**config.mk**
```make
export PLATFORM = sky130hd
export DESIGN_NAME = vx_wb_arbiter
export DESIGN_NICKNAME = d
export VERILOG_FILES = /design/src/rtl/vx_wb_pkg.sv /design/src/rtl/vx_wb_lock_rr_arbiter.sv /design/src/rtl/vx_wb_arbiter.sv
export SDC_FILE = /design/constraint.sdc
export NUM_CORES = 1
export LEC_CHECK = 0
export BUFFER_PORTS_ARGS = -buffer_cell sky130_fd_sc_hd__clkbuf_2
export CAP_MARGIN = 40
export CORE_AREA = 2 2 287 289
export CTS_BUF_LIST = sky130_fd_sc_hd__clkbuf_4 sky130_fd_sc_hd__clkbuf_8
export CTS_CLUSTER_SIZE = 28
export DETAILED_ROUTE_END_ITERATION = 8
export DIE_AREA = 0 0 289 291
export HOLD_SLACK_MARGIN = 0.02
export PLACE_DENSITY_LB_ADDON = 0.25
export SLEW_MARGIN = 20
export SYNTH_ARGS = -nofsm -noshare
export SYNTH_HDL_FRONTEND = slang
export SYNTH_SLANG_ARGS = --single-unit
export TNS_END_PERCENT = 50
```
**constraint.sdc**
```tcl
create_clock -name clk -period 5.1 [get_ports clk]
set_input_delay 0.255 -clock clk [delete_from_list [all_inputs] [get_ports clk]]
set_output_delay 0.255 -clock clk [all_outputs]
set_load 0.05 [all_outputs]
```
**src/rtl/vx_wb_pkg.sv**
```systemverilog
// Shared types for the GPR writeback arbiter: the packet struct, the scoreboard release record and the lock FSM states.
// The struct widths are the package constants; the arbiter's width parameters default to them and must stay equal to them.
package vx_wb_pkg;

  localparam int VX_WB_NUM_THREADS = 4;
  localparam int VX_WB_XLEN        = 32;
  localparam int VX_WB_NR_BITS     = 6;
  localparam int VX_WB_WIS_W       = 2;

  typedef struct packed {
    logic [VX_WB_WIS_W-1:0]                  wis;
    logic [VX_WB_NUM_THREADS-1:0]            tmask;
    logic [VX_WB_NR_BITS-1:0]                rd;
    logic                                    wb;
    logic                                    sop;
    logic                                    eop;
    logic [VX_WB_NUM_THREADS*VX_WB_XLEN-1:0] data;
  } wb_packet_t;

  typedef struct packed {
    logic [VX_WB_WIS_W-1:0]   wis;
    logic [VX_WB_NR_BITS-1:0] rd;
  } release_t;

  typedef enum logic [0:0] {
    LOCK_IDLE = 1'b0,
    LOCK_HELD = 1'b1
  } lock_state_e;

  function automatic int idx_width(input int n);
    return (n > 1) ? $clog2(n) : 1;
  endfunction

endpackage

```
**src/rtl/vx_wb_lock_rr_arbiter.sv**
```systemverilog
// Round-robin arbiter with sop..eop grant locking: a requester that opens a multi-packet
// transfer keeps exclusive grant until its eop is accepted; the pointer moves only on eop.
module vx_wb_lock_rr_arbiter
  import vx_wb_pkg::*;
#(
  parameter  int N     = 4,
  localparam int IDX_W = idx_width(N)
) (
  input  logic             clk,
  input  logic             reset,
  input  logic [N-1:0]     req,
  input  logic             grant_sop,
  input  logic             grant_eop,
  output logic [N-1:0]     grant,
  output logic [IDX_W-1:0] grant_idx,
  output logic             grant_valid
);

  lock_state_e      state_r;
  lock_state_e      state_next_s;
  logic             held_s;
  logic [IDX_W-1:0] lock_idx_r;
  logic [IDX_W-1:0] rr_ptr_r;
  logic [IDX_W-1:0] rr_next_s;
  logic [31:0]      cand_s;

  // Lock state register
  always_ff @(posedge clk) begin
    if (reset) begin
      state_r <= LOCK_IDLE;
    end else begin
      state_r <= state_next_s;
    end
  end

  // Lock next-state: open on sop-without-eop, close on the locked unit's eop
  always_comb begin
    state_next_s = state_r;
    case (state_r)
      LOCK_IDLE: begin
        if (grant_valid && grant_sop && !grant_eop) begin
          state_next_s = LOCK_HELD;
        end else begin
          state_next_s = LOCK_IDLE;
        end
      end
      LOCK_HELD: begin
        if (grant_valid && grant_eop) begin
          state_next_s = LOCK_IDLE;
        end else begin
          state_next_s = LOCK_HELD;
        end
      end
      default: state_next_s = LOCK_IDLE;
    endcase
  end

  // Lock state decode
  always_comb begin
    held_s = 1'b0;
    case (state_r)
      LOCK_IDLE: held_s = 1'b0;
      LOCK_HELD: held_s = 1'b1;
      default:   held_s = 1'b0;
    endcase
  end

  assign rr_next_s = (grant_idx == IDX_W'(N - 1)) ? {IDX_W{1'b0}} : grant_idx + IDX_W'(1);

  // Locked unit index and round-robin pointer
  always_ff @(posedge clk) begin
    if (reset) begin
      lock_idx_r <= {IDX_W{1'b0}};
      rr_ptr_r   <= {IDX_W{1'b0}};
    end else begin
      if (!held_s && grant_valid && grant_sop && !grant_eop) begin
        lock_idx_r <= grant_idx;
      end
      if (grant_valid && grant_eop) begin
        rr_ptr_r <= rr_next_s;
      end
    end
  end

  // Grant: locked unit only while held, otherwise first requester at or after rr_ptr
  always_comb begin
    grant       = {N{1'b0}};
    grant_idx   = {IDX_W{1'b0}};
    grant_valid = 1'b0;
    cand_s      = 32'd0;
    if (held_s) begin
      if (req[lock_idx_r]) begin
        grant[lock_idx_r] = 1'b1;
        grant_idx         = lock_idx_r;
        grant_valid       = 1'b1;
      end else begin
        grant_valid = 1'b0;
      end
    end else begin
      for (int k = 0; k < N; k++) begin
        cand_s = (32'(rr_ptr_r) + 32'(k)) % 32'(N);
        if (req[IDX_W'(cand_s)] && !grant_valid) begin
          grant[IDX_W'(cand_s)] = 1'b1;
          grant_idx             = IDX_W'(cand_s);
          grant_valid           = 1'b1;
        end else begin
          grant_valid = grant_valid;
        end
      end
    end
  end

endmodule

```
**src/rtl/vx_wb_arbiter.sv**
```systemverilog
// Merges execute-unit result streams into the single GPR writeback port and raises the scoreboard
// release on the last packet of a writing instruction. Define VX_WB_ARB_PERF_EN for the perf_stalls counter.
module vx_wb_arbiter
  import vx_wb_pkg::*;
#(
  parameter int NUM_UNITS     = 4,
  parameter int NUM_THREADS   = VX_WB_NUM_THREADS,
  parameter int XLEN          = VX_WB_XLEN,
  parameter int NR_BITS       = VX_WB_NR_BITS,
  parameter int WIS_W         = VX_WB_WIS_W,
  parameter int PERF_CTR_BITS = 44
) (
  input  logic                              clk,
  input  logic                              reset,
  input  logic [NUM_UNITS-1:0]              in_valid,
  output logic [NUM_UNITS-1:0]              in_ready,
  input  logic [NUM_UNITS*WIS_W-1:0]        in_wis,
  input  logic [NUM_UNITS*NUM_THREADS-1:0]  in_tmask,
  input  logic [NUM_UNITS*NR_BITS-1:0]      in_rd,
  input  logic [NUM_UNITS-1:0]              in_wb,
  input  logic [NUM_UNITS-1:0]              in_sop,
  input  logic [NUM_UNITS-1:0]              in_eop,
  input  logic [NUM_UNITS*NUM_THREADS*XLEN-1:0] in_data,
  output logic                              wb_valid,
  output logic [WIS_W-1:0]                  wb_wis,
  output logic [NUM_THREADS-1:0]            wb_tmask,
  output logic [NR_BITS-1:0]                wb_rd,
  output logic [NUM_THREADS*XLEN-1:0]       wb_data,
  output logic                              wb_sop,
  output logic                              wb_eop,
  output logic                              rel_valid,
  output logic [WIS_W-1:0]                  rel_wis,
  output logic [NR_BITS-1:0]                rel_rd
`ifdef VX_WB_ARB_PERF_EN
  ,
  output logic [PERF_CTR_BITS-1:0]          perf_stalls
`endif
);

  localparam int IDX_W = idx_width(NUM_UNITS);
  localparam int PKT_W = $bits(wb_packet_t);

  wb_packet_t           pkt_s [NUM_UNITS];
  wb_packet_t           sel_s;
  wb_packet_t           out_r;
  release_t             rel_r;
  logic [NUM_UNITS-1:0] grant_s;
  logic [IDX_W-1:0]     grant_idx_s;
  logic                 fire_s;
  logic                 wr_en_s;
  logic                 wb_valid_r;
  logic                 rel_valid_r;

  // Unpack the flat per-unit buses into packets
  always_comb begin
    for (int i = 0; i < NUM_UNITS; i++) begin
      pkt_s[i].wis   = in_wis[i*WIS_W +: WIS_W];
      pkt_s[i].tmask = in_tmask[i*NUM_THREADS +: NUM_THREADS];
      pkt_s[i].rd    = in_rd[i*NR_BITS +: NR_BITS];
      pkt_s[i].wb    = in_wb[i];
      pkt_s[i].sop   = in_sop[i];
      pkt_s[i].eop   = in_eop[i];
      pkt_s[i].data  = in_data[i*NUM_THREADS*XLEN +: NUM_THREADS*XLEN];
    end
  end

  // One-hot AND-OR select of the granted packet
  always_comb begin
    sel_s = wb_packet_t'({PKT_W{1'b0}});
    for (int i = 0; i < NUM_UNITS; i++) begin
      sel_s = wb_packet_t'(sel_s | (pkt_s[i] & {PKT_W{grant_s[i]}}));
    end
  end

  vx_wb_lock_rr_arbiter #(
    .N (NUM_UNITS)
  ) u_arb (
    .clk         (clk),
    .reset       (reset),
    .req         (in_valid),
    .grant_sop   (sel_s.sop),
    .grant_eop   (sel_s.eop),
    .grant       (grant_s),
    .grant_idx   (grant_idx_s),
    .grant_valid (fire_s)
  );

  assign in_ready = grant_s;
  // Writes to r0 and non-writing packets are consumed silently
  assign wr_en_s  = fire_s & sel_s.wb & (|sel_s.rd);

  // Write and release strobes
  always_ff @(posedge clk) begin
    if (reset) begin
      wb_valid_r  <= 1'b0;
      rel_valid_r <= 1'b0;
    end else begin
      wb_valid_r  <= wr_en_s;
      rel_valid_r <= wr_en_s & sel_s.eop;
    end
  end

  // Payload registers load on every accepted packet and are left unreset
  always_ff @(posedge clk) begin
    if (fire_s) begin
      out_r     <= sel_s;
      rel_r.wis <= sel_s.wis;
      rel_r.rd  <= sel_s.rd;
    end
  end

  assign wb_valid  = wb_valid_r;
  assign wb_wis    = out_r.wis;
  assign wb_tmask  = out_r.tmask;
  assign wb_rd     = out_r.rd;
  assign wb_data   = out_r.data;
  assign wb_sop    = out_r.sop;
  assign wb_eop    = out_r.eop;
  assign rel_valid = rel_valid_r;
  assign rel_wis   = rel_r.wis;
  assign rel_rd    = rel_r.rd;

`ifdef VX_WB_ARB_PERF_EN
  logic [PERF_CTR_BITS-1:0] perf_stalls_r;

  // Count cycles in which some requester is held off
  always_ff @(posedge clk) begin
    if (reset) begin
      perf_stalls_r <= {PERF_CTR_BITS{1'b0}};
    end else if (|(in_valid & ~grant_s)) begin
      perf_stalls_r <= perf_stalls_r + PERF_CTR_BITS'(1);
    end else begin
      perf_stalls_r <= perf_stalls_r;
    end
  end

  assign perf_stalls = perf_stalls_r;
`endif

endmodule

```
==> impl_summary.txt <==
----------------------------------------------------
[Die]
  Effective utilization at floorplan ... 0.1021
  Site Rows ... 105
  Floorplan core area ... 81190 um2
  Die extent in y ... 291 um
  Floorplan die area ... 84100 um2
  Die width ... 289 um
  Count of pins on the block boundary ... 734

[Global route]
  Initial antenna violation count ... 14
  All-Layer GR Usage ... 0.1292
  Global-route wire length before repair ... 77.38 mm
  Global route hottest layer ... met2
  Pin count of the biggest net entering global routing ... 77
  Global-route met1 utilization ... 0.1364
  Congestion Overflow GR ... 0
  Met2 GRT Util ... 0.2159
  Vias in the first global route ... 12100
  Met3 track demand over resource in global routing ... 0.03519

[CTS]
  Buffers from clock root to sink, at most ... 2
  Worst-skew pair later-pin latency ... 0.55 ns
  TritonCTS buffer count ... 17
  Sink count of the clock tree ... 149
  Clock tree from TritonCTS ... built
  Root buffer selected by CTS ... clkbuf_8
  Post-CTS clock slew at the launch and capture registers of the worst setup and hold paths ... 0.09 ns
  H-tree depth reported by CTS ... 4

[Worst setup path]
  List of cells traversed by the critical path ... inv_1 -> ha_1 -> mux4_2 -> nor4b_2 -> a221o_1 -> o21a_4 -> buf_12 -> a22oi_1 -> dlygate4sd3_1 -> nand2_1 -> dlygate4sd3_1
  Required @ worst endpoint ... 5.51 ns
  Classification of the worst setup path ... reg2reg
  Most repeated library cell on the critical path ... dlygate4sd3_1
  Critical R2R Launch ... u_arb.rr_ptr_r[1]
  Data arrival time of the critical path ... 5.15 ns
  Max FO, Critical Path ... 72
  Critical path endpoint category ... register
  Destination of the worst register-to-register timing path ... wb_data[70]
  Depth of the worst register-to-register path ... 11
  Setup crit start kind ... register
  Slowest stage cell on the critical path ... dlygate4sd3_1
  Worst setup slack for register-to-register paths ... 0.36 ns
  Maximum cell stage delay along the critical path ... 0.60 ns

[Synthesis]
  Mapped Nets ... 1341
  Post-synthesis cell count ... 758
  Library cells used by synthesis ... 46
  Top FF cell, synth ... edfxtp_1
  Seq cells post-synth ... 149
  Top cells by instance count after synthesis ... a22oi_1, edfxtp_1, nand2_1
  Summed instance area of the synthesized netlist ... 8287 um2
  Post-synth EDFFs ... 142
  Yosys Warn Count ... 0
  Main area contributors after synthesis ... edfxtp_1, a22oi_1, nand2_1, clkbuf_1, dfxtp_1
  Sequential element share of the synthesized area ... 0.5315
  Proportion of register bits with asynchronous set or reset after synthesis ... 0
  Most common cell in the synthesized netlist ... a22oi_1
  Library cell occupying the most area in the post-synthesis netlist ... edfxtp_1
  Proportion of netlist area held by the largest area contributor ... 0.5146
  Syn_area_per_cell ... 10.93 um2

[Timing]
  Pins Over Slew Limit ... 0
  Shortest period the worst path allows ... 4.740 ns
  Top achievable clock speed ... 0.2110 GHz
  Final total negative setup slack ... 0 ns
  Worst rel slew slack ... 0.5083
  Final Hold Violating Endpoints ... 0
  Final setup viols ... 0
  Setup repair after global routing missed its margin ... no
  Clock skew ... 0.01866 ns
  Slew of the pin with the lowest slew margin ... 0.7326 ns
  Part of the cycle the worst path needs ... 0.9293

[Drt]
  Post-route ant nets ... 0
  Average routed wire per standard cell ... 19.08 um
  Final wirelength ... 57.32 mm
  DR DRC count ... 0
  Detailed Route Iter0 Violations ... 664
  Average vias per placed instance ... 3.929
  Routed via count ... 11800
  First-pass detailed-route iteration total ... 6

[Worst hold path]
  Min-Delay Endpoint ... wb_tmask[2]
  Start point of the worst min-delay path ... in_tmask[10]
  Worst hold path class ... in2reg
  Hold-critical path depth ... 3

[Final layout]
  Fraction of final layout cells sized beyond drive strength 1 ... 0.4151
  Core Util, Final ... 0.2252
  Relative area change from synthesis to final layout ... 120.7%
  Number of nets in the layout ... 2495
  FILL cells ... 8718

[Placement]
  Detailed Place HPWL ... 42.81 mm
  Global placer's final weighted congestion ... 0.9092
  Buffers on Ports ... 733

[Status]
  Result of the run ... finished clean

[Power]
  Leakage component of the power ... 8.072 nW
  Largest voltage drop on the vdd net ... 0.5679 mV
  PwrDens ... 834.7 nW/um2

[Flow run]
  Maxcap violations ... 0

----------------------------------------------------
[metrics by stage]
step	instance area, um2	cells	hold slack [ns]	worst slack (ns)	power, mW
2_1_floorplan	8288	758	0.3241	0.9989	8.646
3_3_place_gp	13150	2495	0.5424	1.071	11.50
3_5_place_dp	13150	2495	0.5460	0.8316	11.59
4_1_cts	18260	2995	0.02189	0.2301	15.35
5_1_grt	18280	2999	0.06584	0.1525	16.20
6_report	18290	3004	0.1030	0.3603	15.26
[power by group]
part           internal [mW]  switching (mW)  total (mW)
registers               2.58           0.376        2.96
clock network          0.502           0.555        1.06
logic                   4.44            6.80        11.2
[cells by family (layout without fill, tap and decap cells)]
kind of cell | Yosys count | in the layout | synth area share
AO/OA/AOI/OAI | 334 | 334 | 0.3068
AND/OR/NAND/NOR | 170 | 170 | 0.08576
flip-flops | 149 | 149 | 0.5315
buffers and inverters | 90 | 1257 | 0.04877
multiplexers | 10 | 10 | 0.01963
adder cells (fa/ha/maj) | 5 | 5 | 0.007549
other | 0 | 9 | 0
[how the worst max path moves through the flow]
stage / startpoint / depth (start not counted) / slack [ns] / end
after floorplan: u_arb.rr_ptr_r[0] / 11 / 1.0 / rel_valid
after global placement: u_arb.rr_ptr_r[0] / 10 / 1.07 / wb_data[59]
after detailed placement: u_arb.rr_ptr_r[0] / 10 / 0.83 / wb_data[33]
after CTS: u_arb.rr_ptr_r[0] / 11 / 0.23 / wb_sop
after global routing: u_arb.rr_ptr_r[1] / 11 / 0.15 / wb_sop
final: u_arb.rr_ptr_r[1] / 11 / 0.36 / wb_data[70]
[per-layer routing]
| layer | vias up | wire, um |
|---|---|---|
| li1 | 5357 | - |
| met1 | 5614 | 21540 |
| met2 | 685 | 27030 |
| met3 | 134 | 4336 |
| met4 | 14 | 4319 |
| met5 | - | 91 |
[sequential cells by signal, indices dropped and copies added (netlist names), 2 cells and up]
signal,cells
rel_rd,6
rel_wis,2
u_arb.lock_idx_r,2
u_arb.rr_ptr_r,2
wb_data,128
wb_tmask,4
[layout make-up]
class                           count  area, um2  area share
Clock buffer                       19      249.0     0.01362
Sequential cell                   149       4405      0.2409
Multi-Input combinational cell    519       3508      0.1918
Timing Repair Buffer             1212       8539      0.4670
Clock inverter                     13      172.7    0.009442
Inverter                           13      51.30    0.002805
Antenna cell                        9      22.52    0.001232
Tap cell                         1070       1339     0.07321
[cell usage in the layout, fill, tap and decap left out, types with 3 or more instances in the layout]
cell / count
inv_1: 12
edfxtp_1: 142
nor2b_1: 5
clkinv_4: 4
buf_12: 8
and2_1: 6
o21a_4: 3
nand3_1: 3
dfxtp_1: 6
o211ai_1: 17
a221o_1: 4
o2111ai_1: 5
clkbuf_8: 17
nand2_1: 141
clkbuf_2: 733
a22oi_1: 272
diode_2: 9
dlygate4sd3_1: 468
a22o_1: 3
inv_6: 3
o211ai_2: 3
a21oi_1: 5
mux4_2: 4
bufinv_16: 3
a21o_1: 6
ha_1: 5
nor2_1: 5
o21ai_0: 3
[critical path, delay by kind of cell, from the launching register on]
| kind | cells | cell delay, ns |
|---|---|---|
| buffers and inverters | 4 | 1.63 |
| AOI/OAI and AO/OA | 3 | 0.88 |
| and+or+nand+nor | 2 | 0.60 |
| DFF | 1 | 0.54 |
| adders and majority gates | 1 | 0.42 |
| muxes | 1 | 0.41 |
[what timing repair did]
action,in CTS,in global routing
setup buffers,0,0
resized for setup,0,2
endpoints found under the hold margin,136,0
hold buffers,468,0
setup endpoints to repair,0,61
No activity file was read; power rests on OpenSTA's default activity.
